[src/rtl/exc_irq_ctrl.sv]
// -----------------------------------------------------------------------------
// exc_irq_ctrl
// Interrupt / exception controller for the single-cycle CPU. It issues PC
// redirect requests to the next-PC selector, produces the return address to
// be written into $26 ($k0), tracks user/kernel mode and holds one pending
// timer interrupt.
//
// Optional feature macro: IRQ_SYNC_EN
//   defined   : irq_in passes a 2-flop synchronizer before the edge-detect flop
//               (pending is set on the 3rd clk edge after irq_in rises)
//   undefined : the edge-detect flop samples irq_in directly
//               (pending is set on the 1st clk edge after irq_in rises)
//
// Ports:
//   clk          in   system clock
//   reset        in   asynchronous, active-low reset
//   irq_in       in   level interrupt from timer peripheral
//   illop_in     in   undefined opcode flag for current instruction
//   instr_valid  in   current instruction commits this cycle
//   eret_in      in   current instruction is jr $26
//   pc_cur       in   PC of current instruction
//   pc_plus4     in   pc_cur + 4
//   pcsrc_req    out  0 = no redirect, CODE_INT / CODE_EXC = force vector
//   epc          out  return address to write into $26
//   epc_we       out  write strobe for $26
//   kernel       out  1 while in handler
//   irq_pending  out  latched, untaken interrupt
//   nested_fault out  sticky: illegal opcode seen while in kernel
// -----------------------------------------------------------------------------
module exc_irq_ctrl #(
   parameter int unsigned PC_W     = 32,
   parameter logic [2:0]  CODE_INT = 3'd4,
   parameter logic [2:0]  CODE_EXC = 3'd5
) (
   input  logic            clk,
   input  logic            reset,
   input  logic            irq_in,
   input  logic            illop_in,
   input  logic            instr_valid,
   input  logic            eret_in,
   input  logic [PC_W-1:0] pc_cur,
   input  logic [PC_W-1:0] pc_plus4,
   output logic [2:0]      pcsrc_req,
   output logic [PC_W-1:0] epc,
   output logic            epc_we,
   output logic            kernel,
   output logic            irq_pending,
   output logic            nested_fault
);

   typedef enum logic {
      ST_USER   = 1'b0,
      ST_KERNEL = 1'b1
   } state_e;

   state_e            state_q, state_d;
   logic              pend_q, pend_d;
   logic              nested_q, nested_d;
   logic [PC_W-1:0]   epc_q, epc_d;
   logic              irq_prev_q;
   logic              irq_s;
   logic              irq_rise;
   logic              in_user;
   logic              take_exc;
   logic              take_int;
   logic              do_eret;

`ifdef IRQ_SYNC_EN
   logic sync1_q, sync2_q;

   always_ff @(posedge clk or negedge reset) begin
      if (!reset) begin
         sync1_q <= 1'b0;
         sync2_q <= 1'b0;
      end else begin
         sync1_q <= irq_in;
         sync2_q <= sync1_q;
      end
   end

   assign irq_s = sync2_q;
`else
   assign irq_s = irq_in;
`endif

   assign irq_rise = irq_s & ~irq_prev_q;
   assign in_user  = (state_q == ST_USER);

   // Mealy decisions; gated by reset so no redirect leaks out while held in reset.
   assign take_exc = reset & instr_valid & in_user & illop_in;
   assign take_int = reset & instr_valid & in_user & ~illop_in & pend_q;
   assign do_eret  = instr_valid & ~in_user & eret_in;

   always_comb begin
      state_d  = state_q;
      epc_d    = epc_q;
      nested_d = nested_q;
      if (take_exc) begin
         state_d = ST_KERNEL;
         epc_d   = pc_plus4;      // faulting instruction is skipped
      end else if (take_int) begin
         state_d = ST_KERNEL;
         epc_d   = pc_cur;        // squashed instruction re-executes on return
      end else if (do_eret) begin
         state_d = ST_USER;
      end
      if (instr_valid && !in_user && illop_in) begin
         nested_d = 1'b1;
      end
   end

   // A new edge in the cycle the interrupt is taken re-arms pending.
   assign pend_d = irq_rise | (pend_q & ~take_int);

   always_ff @(posedge clk or negedge reset) begin
      if (!reset) begin
         state_q    <= ST_USER;
         pend_q     <= 1'b0;
         nested_q   <= 1'b0;
         epc_q      <= '0;
         irq_prev_q <= 1'b0;
      end else begin
         state_q    <= state_d;
         pend_q     <= pend_d;
         nested_q   <= nested_d;
         epc_q      <= epc_d;
         irq_prev_q <= irq_s;
      end
   end

   assign pcsrc_req    = take_exc ? CODE_EXC : (take_int ? CODE_INT : 3'd0);
   assign epc_we       = take_exc | take_int;
   // Bypass so the newly saved address is visible in the write cycle itself.
   assign epc          = epc_we ? epc_d : epc_q;
   assign kernel       = (state_q == ST_KERNEL);
   assign irq_pending  = pend_q;
   assign nested_fault = nested_q;

endmodule

[config.mk]
export PLATFORM = sky130hd
export DESIGN_NAME = exc_irq_ctrl
export DESIGN_NICKNAME = d
export VERILOG_FILES = /design/src/rtl/exc_irq_ctrl.sv
export SDC_FILE = /design/constraint.sdc
export NUM_CORES = 1
export LEC_CHECK = 0
export CAP_MARGIN = 25
export CORE_ASPECT_RATIO = 0.8
export CORE_UTILIZATION = 39
export CTS_CLUSTER_DIAMETER = 30
export DETAILED_ROUTE_END_ITERATION = 10
export GPL_ROUTABILITY_DRIVEN = 0
export PLACE_DENSITY_LB_ADDON = 0.25
export SLEW_MARGIN = 20
export SYNTH_ARGS = -nofsm -noshare
export SYNTH_HDL_FRONTEND = slang
export SYNTH_SLANG_ARGS = --single-unit
[constraint.sdc]
create_clock -name clk -period 2 [get_ports clk]
set_input_delay 0.2 -clock clk [delete_from_list [all_inputs] [get_ports clk]]
set_output_delay 0.2 -clock clk [all_outputs]
set_load 0.02 [all_outputs]
==> metrics.txt <==
Worst-path clk slew 0.07 ns; Worst R2R Start kernel; clock share of power 17.7%; vias in the first global route 1893; fmax between 0.5 and 0.6 GHz; CP max stage delay 0.39 ns; wire per inst 16.3 um; io pins 109; #FFs+latches synth 36; Die X 81.5 um; H-tree depth 2; PortBufs 107; power per cell area approximately 900 nW/um2; DP HPWL 4.24 mm; total CTS buffers 5; switching share of power between 30 and 40%; Area growth syn-to-layout 63.9%; leakage 1.51 nW; GR Util met2 35.2%; GR Util met1 between 30 and 40%; NetSw 0.00102 W; Clk Latency, worst-skew pair 0.28 ns; Post-Route Utilization 68.3%; DR vias between 1.5k and 2k; Combinational Power Share 46.0%; final hold violation count 0; Crit-path slowest cell dfrtp_1; pin count of the biggest net entering global routing 36; endpoints failing setup 0; status finished, final reports clean; GR Util met3 6.67%; Crit path max-delay family compound AO/OA/AOI/OAI gates; sequential fraction of the synthesis area 45.7%; RSZ-0062 raised after global routing true; skew final 0.0102 ns; non-filler instance count after layout 352; Int Pwr 0.00196 W; Yosys top cell area share a little under half; cell chain of the critical path nand3b_4 -> o21bai_4 -> buf_12 -> a221o_1 -> buf_2; Die Y 65.6 um; crit path capture type output pin; GRT Residual Overflow 0; Final Net Count about 360; most common cell after layout, fill and taps aside clkdlybuf4s50_1; Period minus WS final 1.98 ns; Syn Nets 235; Min-Delay Path Class in -> async; Reg power frac a little over a third; CTS max path bufs 2; final WL 5.73 mm; Area contributors post-synth dfrtp_1 (46%), a221o_1 (32%), and2_1 (10%), buf_6 (2.9%), buf_2 (1.8%); Initial DRC Count 85; max-slew violations 0; Starting Density 41.6%; Core ar. 4730 um2; most frequent cells in the layout clkdlybuf4s50_1 (69), a221o_1 (64), dfrtp_1 (36); Max Cap Viol 0; most used routing layer met2; Post-Synthesis Cells 165; R2R setup slack 0.44 ns; clk root buf clkbuf_8; full die area 5350 um2; crit start category flop; R2R cell count 5; cell area after synthesis 1970 um2; Pwr Total 0.00298 W; CTS tree done; Initial DRT Pass Iterations 4; dpl ws -0.396 ns; # placed instances 341; maximum VDD drop 0.000621 V; GRT Overall Usage 22.5%; first-pass GRT wire length 9.05 mm; clk sink count 36; layout cell share with drive strength beyond 1 a little over a quarter; Crit Reg-Reg Endpoint epc_q[26]; Post-DRT Antenna Nets 0; antenna violations before repair 0; n_diodes 0; syn avg cell area 12.0 um2; CP max FO 29; Rows 22; dominant cell type by area after synthesis dfrtp_1; via/cell ratio 5.62; yosys warns 0; kind of critical path reg -> out; Finished Cell Area between 3000 and 4000 um2; CP Data Arrival Time 1.78 ns; fin crit share 98.8%; placed inst area ~3200 um2; CP Buf/Inv Count 2; Critical Path RT roughly 1.8 ns; DRC viols 0; Cell variety after synth 16; final setup margin 0.0244 ns
cells in the mapped netlist:
master and count:
a221o_1 64, dfrtp_1 36, and2_1 32, buf_2 7, buf_6 5, clkbuf_1 5, buf_4 3, nand2_1 3
inv_1 2, o21ai_0 2, a31o_2 1, and4b_1 1, conb_1 1, nand3b_4 1, nor3b_1 1, o21bai_4 1
flip-flops by register name (all words and copies together), names as in the netlist:
signal,cells
kernel,1
nested_fault,1
epc_q,32
irq_pending,1
irq_prev_q,1
final cells by class:
cell class              instances  area [um2]
well taps                      60        75.1
clock inverters                 1        7.51
repair buffers                139        1210
clock buffers                   7        86.3
flip-flops and latches         36         901
multi-input cells             107         943
inverters                       2        7.51
fillers                       386        1500
timing repair:
action	4_1_cts	5_1_grt
setup buffers	0	2
hold buffers	1	0
resized for setup	131	11
hold endpoints to repair	1	0
pin swaps	0	1
endpoints found under the setup margin	35	24
logic make-up after synthesis:
kind of cell           share of synthesized area, %
AO/OA/AOI/OAI                                  34.4
buffers and inverters                          7.11
flip-flops                                     45.7
other                                         0.190
AND/OR/NAND/NOR                                12.6
worst max-delay path by stage:
stage	from	endpoint	cells past startpoint
6_report	kernel	epc[14]	5
3_5_place_dp	instr_valid	epc[24]	6
4_1_cts	kernel	epc[26]	6
3_3_place_gp	instr_valid	epc[12]	6
2_1_floorplan	kernel	epc[25]	5
5_1_grt	kernel	epc[14]	5
worst register-to-register path, stage by stage, from the launching register on:
cell      delay [ns]
dfrtp_1         0.39
nand3b_4        0.18
o21bai_4        0.22
buf_6           0.16
buf_4           0.15
a221o_1         0.34
metrics by stage:
step	hold WS, ns	TNS, ns
3_3_place_gp	0.0303	-10.51
3_5_place_dp	0.0338	-12.12
2_1_floorplan	-0.0956	0
4_1_cts	0.0768	-0.0771
5_1_grt	0.114	-0.499
6_report	0.0764	0
power by group through the flow:
| stage | sequential (W) | combinational (W) | clock (W) |
|---|---|---|---|
| global route | 0.00111 | 0.00147 | 0.000575 |
| floorplan | 0.00106 | 0.000854 | 0 |
| CTS | 0.00108 | 0.00136 | 0.000544 |
| detailed placement | 0.00108 | 0.00156 | 0 |
| finish | 0.00108 | 0.00137 | 0.000527 |
| global placement | 0.00108 | 0.00154 | 0 |
metal layers:
layer  part of all wire, %  up-vias
li1                      -      932
met1                    46      970
met2                    45       73
met3                   8.3        4
met4                  0.51        0
met5                     0        -
(Power assumes the default switching activity.)
